<file path="config.mk">
export PLATFORM = sky130hd
export DESIGN_NAME = uart_rx_fifo
export DESIGN_NICKNAME = d
export VERILOG_FILES = /design/src/rtl/uart_rx_fifo.sv
export SDC_FILE = /design/constraint.sdc
export NUM_CORES = 1
export LEC_CHECK = 0
export ABC_AREA = 1
export CAP_MARGIN = 20
export CORE_ASPECT_RATIO = 0.9
export CORE_MARGIN = 10
export CORE_UTILIZATION = 35
export CTS_CLUSTER_DIAMETER = 150
export DETAILED_ROUTE_END_ITERATION = 10
export PLACE_DENSITY_LB_ADDON = 0.12
export SETUP_SLACK_MARGIN = 0.02
export SLEW_MARGIN = 20
export SYNTH_ARGS = -nofsm -noshare
export SYNTH_HDL_FRONTEND = slang
export SYNTH_SLANG_ARGS = --single-unit
</file>
<file path="constraint.sdc">
create_clock -name clk -period 3.4 [get_ports clk]
set_clock_uncertainty 0.2 [all_clocks]
set_input_delay 0.51 -clock clk [delete_from_list [all_inputs] [get_ports clk]]
set_output_delay 0.51 -clock clk [all_outputs]
set_load 0.01 [all_outputs]
</file>
<file path="src/rtl/uart_rx_fifo.sv">
// Memory-mapped 8N1 UART receiver with an RX FIFO and registered read data.
// Optional interrupt output rx_irq_o is built when UART_RX_IRQ_EN is defined.
module uart_rx_fifo #(
  parameter logic [31:0] BASE_ADDR  = 32'h0000_0300,
  parameter int          FIFO_DEPTH = 8,
  parameter logic [15:0] DIV_RESET  = 16'd434
) (
  input  logic        clk,
  input  logic        rst,
  input  logic [31:0] rx_r_addr_i,
  input  logic [31:0] rx_w_addr_i,
  input  logic [31:0] rx_data_i,
  input  logic        rx_r_enable_i,
  input  logic        rx_w_enable_i,
  output logic [31:0] rx_data_o,
  input  logic        uart_rx
`ifdef UART_RX_IRQ_EN
  ,
  output logic        rx_irq_o
`endif
);

  localparam int AW = $clog2(FIFO_DEPTH);
  localparam int PW = AW + 1;

  localparam logic [1:0] REG_DATA   = 2'd0;
  localparam logic [1:0] REG_STATUS = 2'd1;
  localparam logic [1:0] REG_CTRL   = 2'd2;
  localparam logic [1:0] REG_DIV    = 2'd3;

  typedef enum logic [1:0] {
    S_IDLE,
    S_START,
    S_DATA,
    S_STOP
  } state_e;

  // Input synchroniser
  logic rx_meta_q;
  logic rxs_q;

  // Receiver
  state_e      state_q, state_d;
  logic [15:0] cnt_q, cnt_d;
  logic [2:0]  bit_idx_q, bit_idx_d;
  logic [7:0]  shift_q, shift_d;

  // Registers
  logic        en_q, en_d;
  logic        ie_q, ie_d;
  logic [15:0] div_q, div_d;
  logic        ovr_q, ovr_d;
  logic        ferr_q, ferr_d;
  logic [31:0] rx_data_q, rx_data_d;

  // FIFO
  logic [PW-1:0] wr_ptr_q, wr_ptr_d;
  logic [PW-1:0] rd_ptr_q, rd_ptr_d;
  logic [7:0]    mem_q [FIFO_DEPTH];

  logic          r_hit, w_hit;
  logic [1:0]    r_sel, w_sel;
  logic          fifo_empty, fifo_full;
  logic [PW-1:0] fifo_count;
  logic [31:0]   count_ext;
  logic [3:0]    count_sat;
  logic [7:0]    head;
  logic          pop, push, push_req, ferr_evt, ovr_evt;
  logic [15:0]   div_eff;
  logic          tick;
  logic [31:0]   rdata;

  logic unused_bits;
  assign unused_bits = ^{rx_r_addr_i[1:0], rx_w_addr_i[1:0], rx_data_i[31:16]};

  // NOTE: sequential state uses non-blocking (<=) so every flop samples pre-edge values.
  always_ff @(posedge clk or posedge rst) begin
    if (rst) begin
      rx_meta_q <= 1'b1;
      rxs_q     <= 1'b1;
    end else begin
      rx_meta_q <= uart_rx;
      rxs_q     <= rx_meta_q;
    end
  end

  assign r_hit = rx_r_enable_i && (rx_r_addr_i[31:4] == BASE_ADDR[31:4]);
  assign w_hit = rx_w_enable_i && (rx_w_addr_i[31:4] == BASE_ADDR[31:4]);
  assign r_sel = rx_r_addr_i[3:2];
  assign w_sel = rx_w_addr_i[3:2];

  assign fifo_empty = (wr_ptr_q == rd_ptr_q);
  assign fifo_full  = (wr_ptr_q[AW] != rd_ptr_q[AW]) &&
                      (wr_ptr_q[AW-1:0] == rd_ptr_q[AW-1:0]);
  assign fifo_count = wr_ptr_q - rd_ptr_q;
  assign count_ext  = 32'(fifo_count);
  assign count_sat  = (count_ext > 32'd15) ? 4'hF : count_ext[3:0];
  assign head       = mem_q[rd_ptr_q[AW-1:0]];

  assign pop     = r_hit && (r_sel == REG_DATA) && !fifo_empty;
  assign div_eff = (div_q < 16'd4) ? 16'd4 : div_q;
  assign tick    = (cnt_q == 16'd1);

  // NOTE: every always_comb output gets a default first so no latch is inferred.
  always_comb begin
    state_d   = state_q;
    cnt_d     = cnt_q;
    bit_idx_d = bit_idx_q;
    shift_d   = shift_q;
    push_req  = 1'b0;
    ferr_evt  = 1'b0;

    if (state_q != S_IDLE && !tick) begin
      cnt_d = cnt_q - 16'd1;
    end

    case (state_q)
      S_IDLE: begin
        if (en_q && !rxs_q) begin
          state_d = S_START;
          cnt_d   = div_eff >> 1;
        end
      end
      S_START: begin
        if (tick) begin
          if (!rxs_q) begin
            state_d   = S_DATA;
            cnt_d     = div_eff;
            bit_idx_d = 3'd0;
          end else begin
            state_d = S_IDLE;
          end
        end
      end
      S_DATA: begin
        if (tick) begin
          shift_d   = {rxs_q, shift_q[7:1]};
          cnt_d     = div_eff;
          bit_idx_d = bit_idx_q + 3'd1;
          if (bit_idx_q == 3'd7) begin
            state_d = S_STOP;
          end
        end
      end
      S_STOP: begin
        if (tick) begin
          state_d = S_IDLE;
          if (rxs_q) begin
            push_req = 1'b1;
          end else begin
            ferr_evt = 1'b1;
          end
        end
      end
      default: state_d = S_IDLE;
    endcase

    // Disabling the receiver abandons any partial frame.
    if (!en_q) begin
      state_d  = S_IDLE;
      push_req = 1'b0;
      ferr_evt = 1'b0;
    end
  end

  // A same-cycle pop frees the slot, so a full FIFO still accepts the push.
  assign push    = push_req && (!fifo_full || pop);
  assign ovr_evt = push_req && fifo_full && !pop;

  always_comb begin
    wr_ptr_d = wr_ptr_q + (push ? PW'(1) : PW'(0));
    rd_ptr_d = rd_ptr_q + (pop ? PW'(1) : PW'(0));
    en_d     = en_q;
    ie_d     = ie_q;
    div_d    = div_q;
    ovr_d    = ovr_q;
    ferr_d   = ferr_q;

    if (w_hit && w_sel == REG_CTRL) begin
      en_d = rx_data_i[0];
      ie_d = rx_data_i[1];
      if (rx_data_i[2]) begin
        ovr_d  = 1'b0;
        ferr_d = 1'b0;
      end
    end
    if (w_hit && w_sel == REG_DIV) begin
      div_d = rx_data_i[15:0];
    end
    if (ovr_evt) begin
      ovr_d = 1'b1;
    end
    if (ferr_evt) begin
      ferr_d = 1'b1;
    end
  end

  always_comb begin
    rdata = 32'd0;
    case (r_sel)
      REG_DATA:   rdata = fifo_empty ? 32'd0 : {24'd0, head};
      REG_STATUS: rdata = {24'd0, count_sat, ferr_q, ovr_q, fifo_full, !fifo_empty};
      REG_CTRL:   rdata = {30'd0, ie_q, en_q};
      REG_DIV:    rdata = {16'd0, div_q};
      default:    rdata = 32'd0;
    endcase
    rx_data_d = r_hit ? rdata : rx_data_q;
  end

  always_ff @(posedge clk or posedge rst) begin
    if (rst) begin
      state_q   <= S_IDLE;
      cnt_q     <= 16'd0;
      bit_idx_q <= 3'd0;
      shift_q   <= 8'd0;
      en_q      <= 1'b0;
      ie_q      <= 1'b0;
      div_q     <= DIV_RESET;
      ovr_q     <= 1'b0;
      ferr_q    <= 1'b0;
      wr_ptr_q  <= '0;
      rd_ptr_q  <= '0;
      rx_data_q <= 32'd0;
    end else begin
      state_q   <= state_d;
      cnt_q     <= cnt_d;
      bit_idx_q <= bit_idx_d;
      shift_q   <= shift_d;
      en_q      <= en_d;
      ie_q      <= ie_d;
      div_q     <= div_d;
      ovr_q     <= ovr_d;
      ferr_q    <= ferr_d;
      wr_ptr_q  <= wr_ptr_d;
      rd_ptr_q  <= rd_ptr_d;
      rx_data_q <= rx_data_d;
    end
  end

  // NOTE: FIFO storage is not reset; the pointers alone define which entries are valid.
  always_ff @(posedge clk) begin
    if (push) begin
      mem_q[wr_ptr_q[AW-1:0]] <= shift_q;
    end
  end

  assign rx_data_o = rx_data_q;

`ifdef UART_RX_IRQ_EN
  logic irq_q, irq_d;

  assign irq_d = ie_q & (!fifo_empty | ovr_q | ferr_q);

  always_ff @(posedge clk or posedge rst) begin
    if (rst) begin
      irq_q <= 1'b0;
    end else begin
      irq_q <= irq_d;
    end
  end

  assign rx_irq_o = irq_q;
`endif

endmodule

</file>
* After elaboration in Yosys (flattened, before gate mapping)
Memory sizes are Yosys's and may differ from the RTL's.
Index checks and enable logic that the tools add are counted.
** Word-level totals
- Register bits :: 91
- Latch bits :: 0
- Memory bits (writable) :: 64
- ROM bits :: 0
- Input port bits :: 101
- Output and inout port bits :: 32
- Word-level logic and storage cells :: 114
- Memories :: 1
** Memories
- mem_q :: depth 8, width 8, read ports 1, clocked after Yosys merged registers in 0, write ports 1, RTL line 59 : logic [7:0] mem_q [FIFO_DEPTH];
** Operators by class
- Add/sub/neg operators :: 5
- Multipliers :: 0
- Div/mod/pow operators :: 0
- Order comparisons :: 2
- Eq/ne operators :: 23
- Shift-type cells :: 0
- Multiplexer cells :: 38
- Bitwise logic cells :: 0
- Reductions and logical operators :: 31
** Operators by type and width (number)
- $pmux 32 s4 :: 1
- $mux 16 :: 6
- $eq 28x6->1 const B :: 2
- $pmux 16 s3 :: 1
- $eq 16x1->1 const B :: 1
- $lt 16x3->1 const B :: 1
- $mux 1 :: 16
- $sub 16x1->16 const B :: 1
- $ne 3x3->1 const B :: 5
- $mux 2 :: 7
- $eq 2x2->1 const B :: 6
- $logic_and 1x1->1 :: 12
- $reduce_bool 2->1 :: 6
- $mux 3 :: 3
- $add 4x1->4 :: 2
- $mux 8 :: 1
- $pmux 2 s4 :: 1
- $ne 2x2->1 const B :: 3
- $pmux 3 s2 :: 1
- $reduce_and 2->1 :: 3
- $logic_not 1->1 :: 5
- $reduce_and 5->1 :: 1
- $eq 2x1->1 const B :: 2
- $eq 4x4->1 :: 1
- other kinds (10) :: 11

* Longest topological paths before layout
Gate-level depths: netlist (run 1).
- Depth after elaboration :: 8
- Depth in mapped cells :: 12
- Mapped depth without buffers :: 12

* Worst setup path after synthesis (run 1)
No wires, ideal clock.
- Path type :: reg-to-reg
- From :: register rd_ptr_q[1]
- To :: memory mem_q[0][0] (enable)
- Library setup time :: 0.370 ns
- Arrival time :: 2.125 ns
- Required time :: 2.830 ns
- Slack :: 0.704 ns
- Stages on the path, launching flop included :: 11
- Buffers on the path :: 1
- Clock period less this slack :: 2.696 ns
- Cell sequence :: dfrtp_1 > inv_1 > clkbuf_1 > ha_1 > nand2_1 > nor2_1 > a21oi_4 > nand3_4 > nand2_2 > nand3_2 > nor2_1
** On the way
- Cells in the longest elaborated chain, start to end :: 7
- Elaborated cells on any way between the ends :: 10
- Classes of those cells :: 2 x eq/ne; 2 x mux; 6 x reduce/logical
** Ends and longest elaborated chain
- start: declaration :: RTL line 58 : logic [PW-1:0] rd_ptr_q, rd_ptr_d;
- start signal: assignment :: RTL line 235 : rd_ptr_q <= rd_ptr_d;
- $eq 4x4->1 / $eq 3x3->1 (equally long branches) :: RTL line 92, 94
- $logic_not 1->1 / $logic_and 1x1->1 (equally long branches) :: RTL line 100, 93
- $logic_and 1x1->1 / $logic_not 1->1 (equally long branches) :: RTL line 100, 167
- $logic_or 1x1->1 (*) :: RTL line 167 : assign push = push_req && (!fifo_full || pop);
- $logic_and 1x1->1 (*) :: RTL line 167
- $mux 1 (*) :: RTL line 242 : if (push) begin
- $mux 1 (not written as such) (*) :: RTL line 243 : mem_q[wr_ptr_q[AW-1:0]] <= shift_q;
- end: declaration :: RTL line 59
Every way passes the cells marked *; elsewhere a longest branch is shown, timed or not.

* Worst setup path after layout (run 1)
- From :: register rd_ptr_q[2]
- To :: memory mem_q[5][5] (enable)
The elaborated chain is that of the path after synthesis.

==> results of run 1 <==
[where the power goes]
| part | total [uW] | leakage, uW | switching, uW | internal, uW |
|---|---|---|---|---|
| registers | 1750 | 0.00176 | 0.955 | 1750 |
| clock network | 1790 | 0.000259 | 771 | 1020 |
| logic | 156 | 0.00228 | 63.1 | 93.0 |
| total | 3690 | 0.00430 | 835 | 2860 |
[flip-flops by register name (all words and copies together), names as in the netlist, 2 cells and up]
name,flops
wr_ptr_q,4
rx_data_o,16
cnt_q,16
rd_ptr_q,4
div_q,16
bit_idx_q,3
state_q,2
shift_q,8
mem_q,64
[Yosys cell counts (2+ instances only)]
master,count
nand4_1,6
inv_1,68
nand2_2,5
ha_1,11
nor3_1,4
buf_2,6
buf_4,19
nor2_2,6
or2_2,2
dfstp_2,7
nor3b_1,3
edfxtp_1,64
nand3_1,78
nand3_2,5
nand2_4,2
xor2_1,8
clkbuf_1,11
o22ai_1,3
buf_6,4
nor2_4,4
a22oi_1,12
a21boi_0,2
a21oi_1,9
xnor2_1,4
o21ai_0,48
nand2_1,236
inv_2,2
dfrtp_1,68
o211ai_1,3
nor2_1,152
[area by class of cell]
type | count | area, sq um | share of cell area (%)
sequential | 139 | 3807 | 42.13
timing repair buffer | 114 | 1109 | 12.27
inverter | 71 | 267.8 | 2.963
clock inverter | 15 | 141.4 | 1.564
multi-input combinational | 628 | 2968 | 32.84
clock buffer | 17 | 425.4 | 4.707
tap | 255 | 319.1 | 3.530
[metrics by stage]
stage          cells  instance area, sq um  utilization (%)  setup slack (ps)
6_report        1239                  9037            44.80             608.6
3_5_place_dp    1207                  8471            41.99             549.5
4_1_cts         1239                  9037            44.80             592.5
3_3_place_gp    1207                  8471            41.99             584.3
2_1_floorplan    878                  7301                -             704.4
5_1_grt         1239                  9037            44.80             384.4
[layer usage]
layer	routed length (um)	up-vias
li1	-	2992
met1	9436	2682
met2	8296	127
met3	1097	16
met4	259	0
met5	0	-
[worst max-delay path by stage]
stage	slack, ps	startpoint	end
finish	610	rd_ptr_q[2]$_DFF_PP0_	mem_q[5][5]$_DFFE_PP_
detailed placement	550	rx_r_addr_i[3]	mem_q[2][2]$_DFFE_PP_
CTS	590	rd_ptr_q[2]$_DFF_PP0_	mem_q[2][2]$_DFFE_PP_
global placement	580	rx_r_addr_i[3]	mem_q[4][2]$_DFFE_PP_
global route	380	rd_ptr_q[2]$_DFF_PP0_	wr_ptr_q[2]$_DFF_PP0_
floorplan	700	rd_ptr_q[1]$_DFF_PP0_	mem_q[0][0]$_DFFE_PP_
[kinds of logic after synthesis]
kind of cell / synth area share (%)
AO/OA/AOI/OAI: 6.390
AND/OR/NAND/NOR: 30.12
buffers and inverters: 7.254
other: 0.05176
flip-flops: 52.56
XOR/XNOR: 1.451
adder cells (fa/ha/maj): 2.176
==> impl_metrics.py, run 1 <==
metrics = {
    "outcome": {
        "status": "complete, no violations",
    },
    "sta": {
        "rsz0062_at_grt": "false",
        "drv_slew": 0,
        "hold_violations": 0,
        "max_slew_margin_pct": 65.19,
        "fin_setup_tns_ps": 0,
        "finalSetupViolCount": 0,
        "timing.hold.ws_ps": 157.8,
        "timing.fmax_ghz": 0.3582,
        "worst_pin_slew_ps": 520.2,
        "finalCritPeriodShare_pct": 82.10,
        "min_period_ps": 2791,
    },
    "drt": {
        "wl_um": 19090,
        "drtAntennaViolNets": 0,
        "dr.pass1.iters": 4,
        "drcViolationCount": 0,
        "routed-via-count": 5817,
        "wire_per_inst_um": 15.41,
        "drtIter0Drc": 393,
        "via_per_inst": 4.695,
    },
    "final_layout": {
        "drive_gt1_share_pct": 8.841,
        "finalNetCount": 1084,
        "antenna_cells": 0,
        "syn_to_final_growth_pct": 24.75,
        "fill_cells": 1984,
        "mostFrequentLayoutCell": "nand2_1",
        "final_cell_mix": "236 x nand2_1, 152 x nor2_1, 96 x clkdlybuf4s50_1",
    },
    "critical_path": {
        "worst_r2r_startpoint": "rd_ptr_q[2]$_DFF_PP0_",
        "start_kind": "flop",
        "crit_type": "reg2reg",
        "r2r_slack_ps": 610,
        "cp.depth": 10,
        "crit_path_max_incr_delay_ps": 600,
        "cp_top_family": "flip-flops",
        "cp_num_buf_inv": 3,
        "crit_chain": "clkinv_1, ha_1, inv_1, nor2_1, a21oi_4, nand3_4, nand2_2, nand3_2, nor2_1, buf_4",
        "crit_required_ps": 3330,
        "critPathMaxFanout": 10,
        "cp.arrival_ps": 2720,
        "cp_slowest_cell": "dfrtp_1",
        "cp_common_cell": "nor2_1",
        "reg2reg_to": "mem_q[5][5]$_DFFE_PP_",
        "ff2ff_path_depth": 10,
        "endpoint_kind": "flop",
    },
    "yosys": {
        "synthArstFlopShare_pct": 53.96,
        "yosysTopAreaCell": "edfxtp_1",
        "ys_seq_area_share_pct": 52.56,
        "synth_cells": 863,
        "ys_ff_latch": 139,
        "synth.area.top_cells": "edfxtp_1 27%, dfrtp_1 23%, nand2_1 12%, nor2_1 7.9%, nand3_1 5.4%",
        "synth.distinct_cells": 41,
        "syn_area_sq_um": 7244,
        "syn_area_per_cell_sq_um": 8.394,
        "synthDominantCellAreaShare_pct": 26.53,
        "yosys_warnings": 0,
        "synth_ff_type": "dfrtp_1",
        "synth_edf_count": 64,
    },
    "placement": {
        "place_congestion": 0.8732,
        "port_buffers": 96,
        "dpl.hpwl_um": 14080,
    },
    "cts": {
        "cts.sinks": 139,
        "htreeDepth": 4,
        "tritoncts": "yes",
        "max-clock-path-buffers": 2,
        "post-cts-setup-buffers": 0,
        "cts_root_buffer": "clkbuf_16",
        "clkTransAtPathRegs_ps": 60,
        "clock_latency_ps": 430,
        "cts_buffers": 17,
        "cts_resized": 0,
        "cts_hold_buf": 0,
    },
    "die": {
        "die_y_um": 156.5,
        "top_level_ports": 133,
        "start_util_pct": 35.92,
        "die_w_um": 171.7,
        "std_cell_rows": 49,
        "die_area_sq_um": 26860,
        "fp.coreArea_sq_um": 20170,
    },
    "global_routing": {
        "grt_max_degree": 76,
        "overflow": 0,
        "antenna_found_initial": 0,
        "met3_usage_pct": 3.898,
        "grt_pass1_wl_um": 30510,
        "grt_use_total_pct": 14.51,
        "grt-busiest-layer": "met2",
        "grt_pass1_vias": 5688,
        "grt_use_met2_pct": 21.20,
        "grt_use_met1_pct": 20.24,
    },
    "worst_hold_path": {
        "min_to": "rxs_q$_DFF_PP1_",
        "holdCritPathClass": "reg2reg",
        "holdPathStages": 0,
        "min_from": "rx_meta_q$_DFF_PP1_",
    },
    "pwr": {
        "vdd_drop_max_v": 0.0002916,
        "total_power_uw": 3693,
        "power.static_leakage_uw": 0.004300,
        "powerDensity_nw_per_um2": 408.7,
    },
    "run": {
        "maxCapViolCount": 0,
    },
}
No activity file was read; power rests on OpenSTA's default activity.
==> inputs of run 2 (changes only) <==
==> constraint.sdc (replaced) <==
create_clock -name clk -period 2.3 [get_ports clk]
set_clock_uncertainty 0.2 [all_clocks]
set_input_delay 0.345 -clock clk [delete_from_list [all_inputs] [get_ports clk]]
set_output_delay 0.345 -clock clk [all_outputs]
set_load 0.01 [all_outputs]
==> run 2 against run 1 <==
  * Cell area increased by 7.1%
  * First-iteration DRC count increased by 1.0%
  * Final cell count increased by 3.0%
  * Combinational power increased by 54%
  * Non-clock buffer count increased by 37
  * Sequential power increased by 48%
  * Fmax increased by 29%
  * Wire length increased by 2.4%
  * Critical endpoint is now mem_q[0][6]$_DFFE_PP_
  * Highest routed layer unchanged
==> impl_metrics.py, run 2 (synthesized netlist as in run 1, its figures left out) <==
metrics = {
    "critical_path": {
        "ff2ff_path_depth": 9,
        "crit_path_max_incr_delay_ps": 390,
        "r2r_slack_ps": 140,
        "endpoint_kind": "flop",
        "reg2reg_to": "mem_q[0][6]$_DFFE_PP_",
        "cp_num_buf_inv": 2,
        "cp_common_cell": "nor2_4",
        "crit_chain": "inv_2, ha_4, nand3_2, nor2_4, nand2_4, nor2_4, buf_6, nand3_4, nor2_4",
        "critPathMaxFanout": 8,
        "cp_top_family": "simple AND/OR/NAND/NOR gates",
        "crit_type": "reg2reg",
        "cp.arrival_ps": 2060,
        "start_kind": "flop",
        "crit_required_ps": 2200,
        "worst_r2r_startpoint": "cnt_q[1]$_DFF_PP0_",
        "cp_slowest_cell": "dfrtp_1",
    },
    "global_routing": {
        "grt_max_degree": 35,
        "grt_use_total_pct": 14.88,
        "antenna_found_initial": 0,
        "grt_pass1_wl_um": 31510,
        "overflow": 0,
        "grt_pass1_vias": 5935,
    },
    "cts": {
        "max-clock-path-buffers": 2,
        "cts_hold_buf": 0,
        "clock_latency_ps": 420,
        "cts_buffers": 17,
        "cts.sinks": 139,
        "clkTransAtPathRegs_ps": 60,
        "htreeDepth": 4,
        "tritoncts": "yes",
        "cts_root_buffer": "clkbuf_16",
    },
    "sta": {
        "min_period_ps": 2161,
        "hold_violations": 0,
        "drv_slew": 0,
        "finalCritPeriodShare_pct": 93.95,
        "rsz0062_at_grt": "false",
        "timing.hold.ws_ps": 82.70,
        "finalSetupViolCount": 0,
        "timing.fmax_ghz": 0.4628,
    },
    "final_layout": {
        "final_cell_mix": "235 x nand2_1, 140 x nor2_1, 96 x clkdlybuf4s50_1",
        "antenna_cells": 0,
        "stdcell_area_sq_um": 9679,
        "syn_to_final_growth_pct": 33.61,
        "finalNetCount": 1121,
        "mostFrequentLayoutCell": "nand2_1",
        "post-route-util_pct": 47.99,
        "largest_reg_flops": 64,
        "drive_gt1_share_pct": 14.20,
    },
    "die": {
        "std_cell_rows": 49,
        "die_w_um": 171.7,
        "die_area_sq_um": 26860,
        "fp.coreArea_sq_um": 20170,
        "die_y_um": 156.5,
        "start_util_pct": 35.92,
        "top_level_ports": 133,
    },
    "placement": {
        "port_buffers": 96,
        "place_congestion": 0.8213,
        "placed_area_sq_um": 8935,
        "dpl.hpwl_um": 14580,
    },
    "pwr": {
        "power.static_leakage_uw": 0.004585,
        "powerDensity_nw_per_um2": 615.5,
        "total_power_uw": 5957,
        "vdd_drop_max_v": 0.0004191,
    },
    "run": {
        "maxCapViolCount": 0,
    },
    "drt": {
        "via_per_inst": 4.707,
        "drcViolationCount": 0,
        "wl_um": 19550,
        "routed-via-count": 6006,
        "drtIter0Drc": 397,
        "drtAntennaViolNets": 0,
        "dr.pass1.iters": 5,
        "wire_per_inst_um": 15.32,
    },
    "outcome": {
        "status": "complete, no violations",
    },
    "worst_hold_path": {
        "holdCritPathClass": "in2async",
    },
}
## run 2: cell count changes in the layout (fill, tap and decap cells not counted), sizes merged
cell	change
clkinv	+3
buf	+37
inv	-4
bufinv	+5
clkinvlp	-4
## run 2: worst reg2reg max path: cells and delay by family, from the launching register on
kind / cells / cell delay (ps)
simple gates: 6 / 890
buf+inv: 2 / 220
fa+ha+maj: 1 / 140
flops: 1 / 390
## run 2: worst max path at each step
stage,startpoint,to,slack [ps],cells after the start
final,cnt_q[1]$_DFF_PP0_,mem_q[0][6]$_DFFE_PP_,140,9
after global placement,rx_r_enable_i,mem_q[0][2]$_DFFE_PP_,-160,9
after CTS,cnt_q[10]$_DFF_PP0_,mem_q[0][6]$_DFFE_PP_,70,8
after detailed placement,rx_r_enable_i,mem_q[0][2]$_DFFE_PP_,-170,9
after floorplan,rd_ptr_q[1]$_DFF_PP0_,mem_q[0][0]$_DFFE_PP_,10,10
after global routing,cnt_q[1]$_DFF_PP0_,mem_q[0][6]$_DFFE_PP_,20,9
## run 2: where the power goes
part           switching, uW  total (uW)  internal, uW  leakage [uW]
logic                   95.3         241           146       0.00249
clock network           1090        3130          2040      0.000327
registers               1.60        2590          2590       0.00176
total                   1190        5960          4770       0.00458
## run 2: cell type report
| class | count | area (sq um) |
|---|---|---|
| clock buffer | 17 | 425.4 |
| clock inverter | 15 | 246.5 |
| fill | 1941 | 10490 |
| inverter | 71 | 271.5 |
| multi-input combinational | 628 | 3128 |
| sequential | 139 | 3807 |
| tap | 255 | 319.1 |
| timing repair buffer | 151 | 1481 |
## run 2: per-layer routing
metal	vias up	part of all wire, %	global-route usage (%)
li1	3071	-	-
met3	20	6.8	4.401
met2	170	43	21.85
met5	-	0	0
met1	2745	49	20.78
met4	0	1.2	4.055
## run 2: through the flow
step / cells / setup WS [ps] / TNS (ps)
global placement: 1242 / -160.6 / -8333
finish: 1276 / 139.1 / 0
global route: 1276 / 17.69 / 0
CTS: 1274 / 70.95 / 0
floorplan: 878 / 14.90 / 0
detailed placement: 1242 / -168.5 / -8686
## run 2: repair_timing
item | 4_1_cts | 5_1_grt
endpoints found under the setup margin | 16 | 57
gates cloned | 0 | 0
pin swaps | 2 | 6
gates resized for setup | 1 | 12
setup buffers | 0 | 2
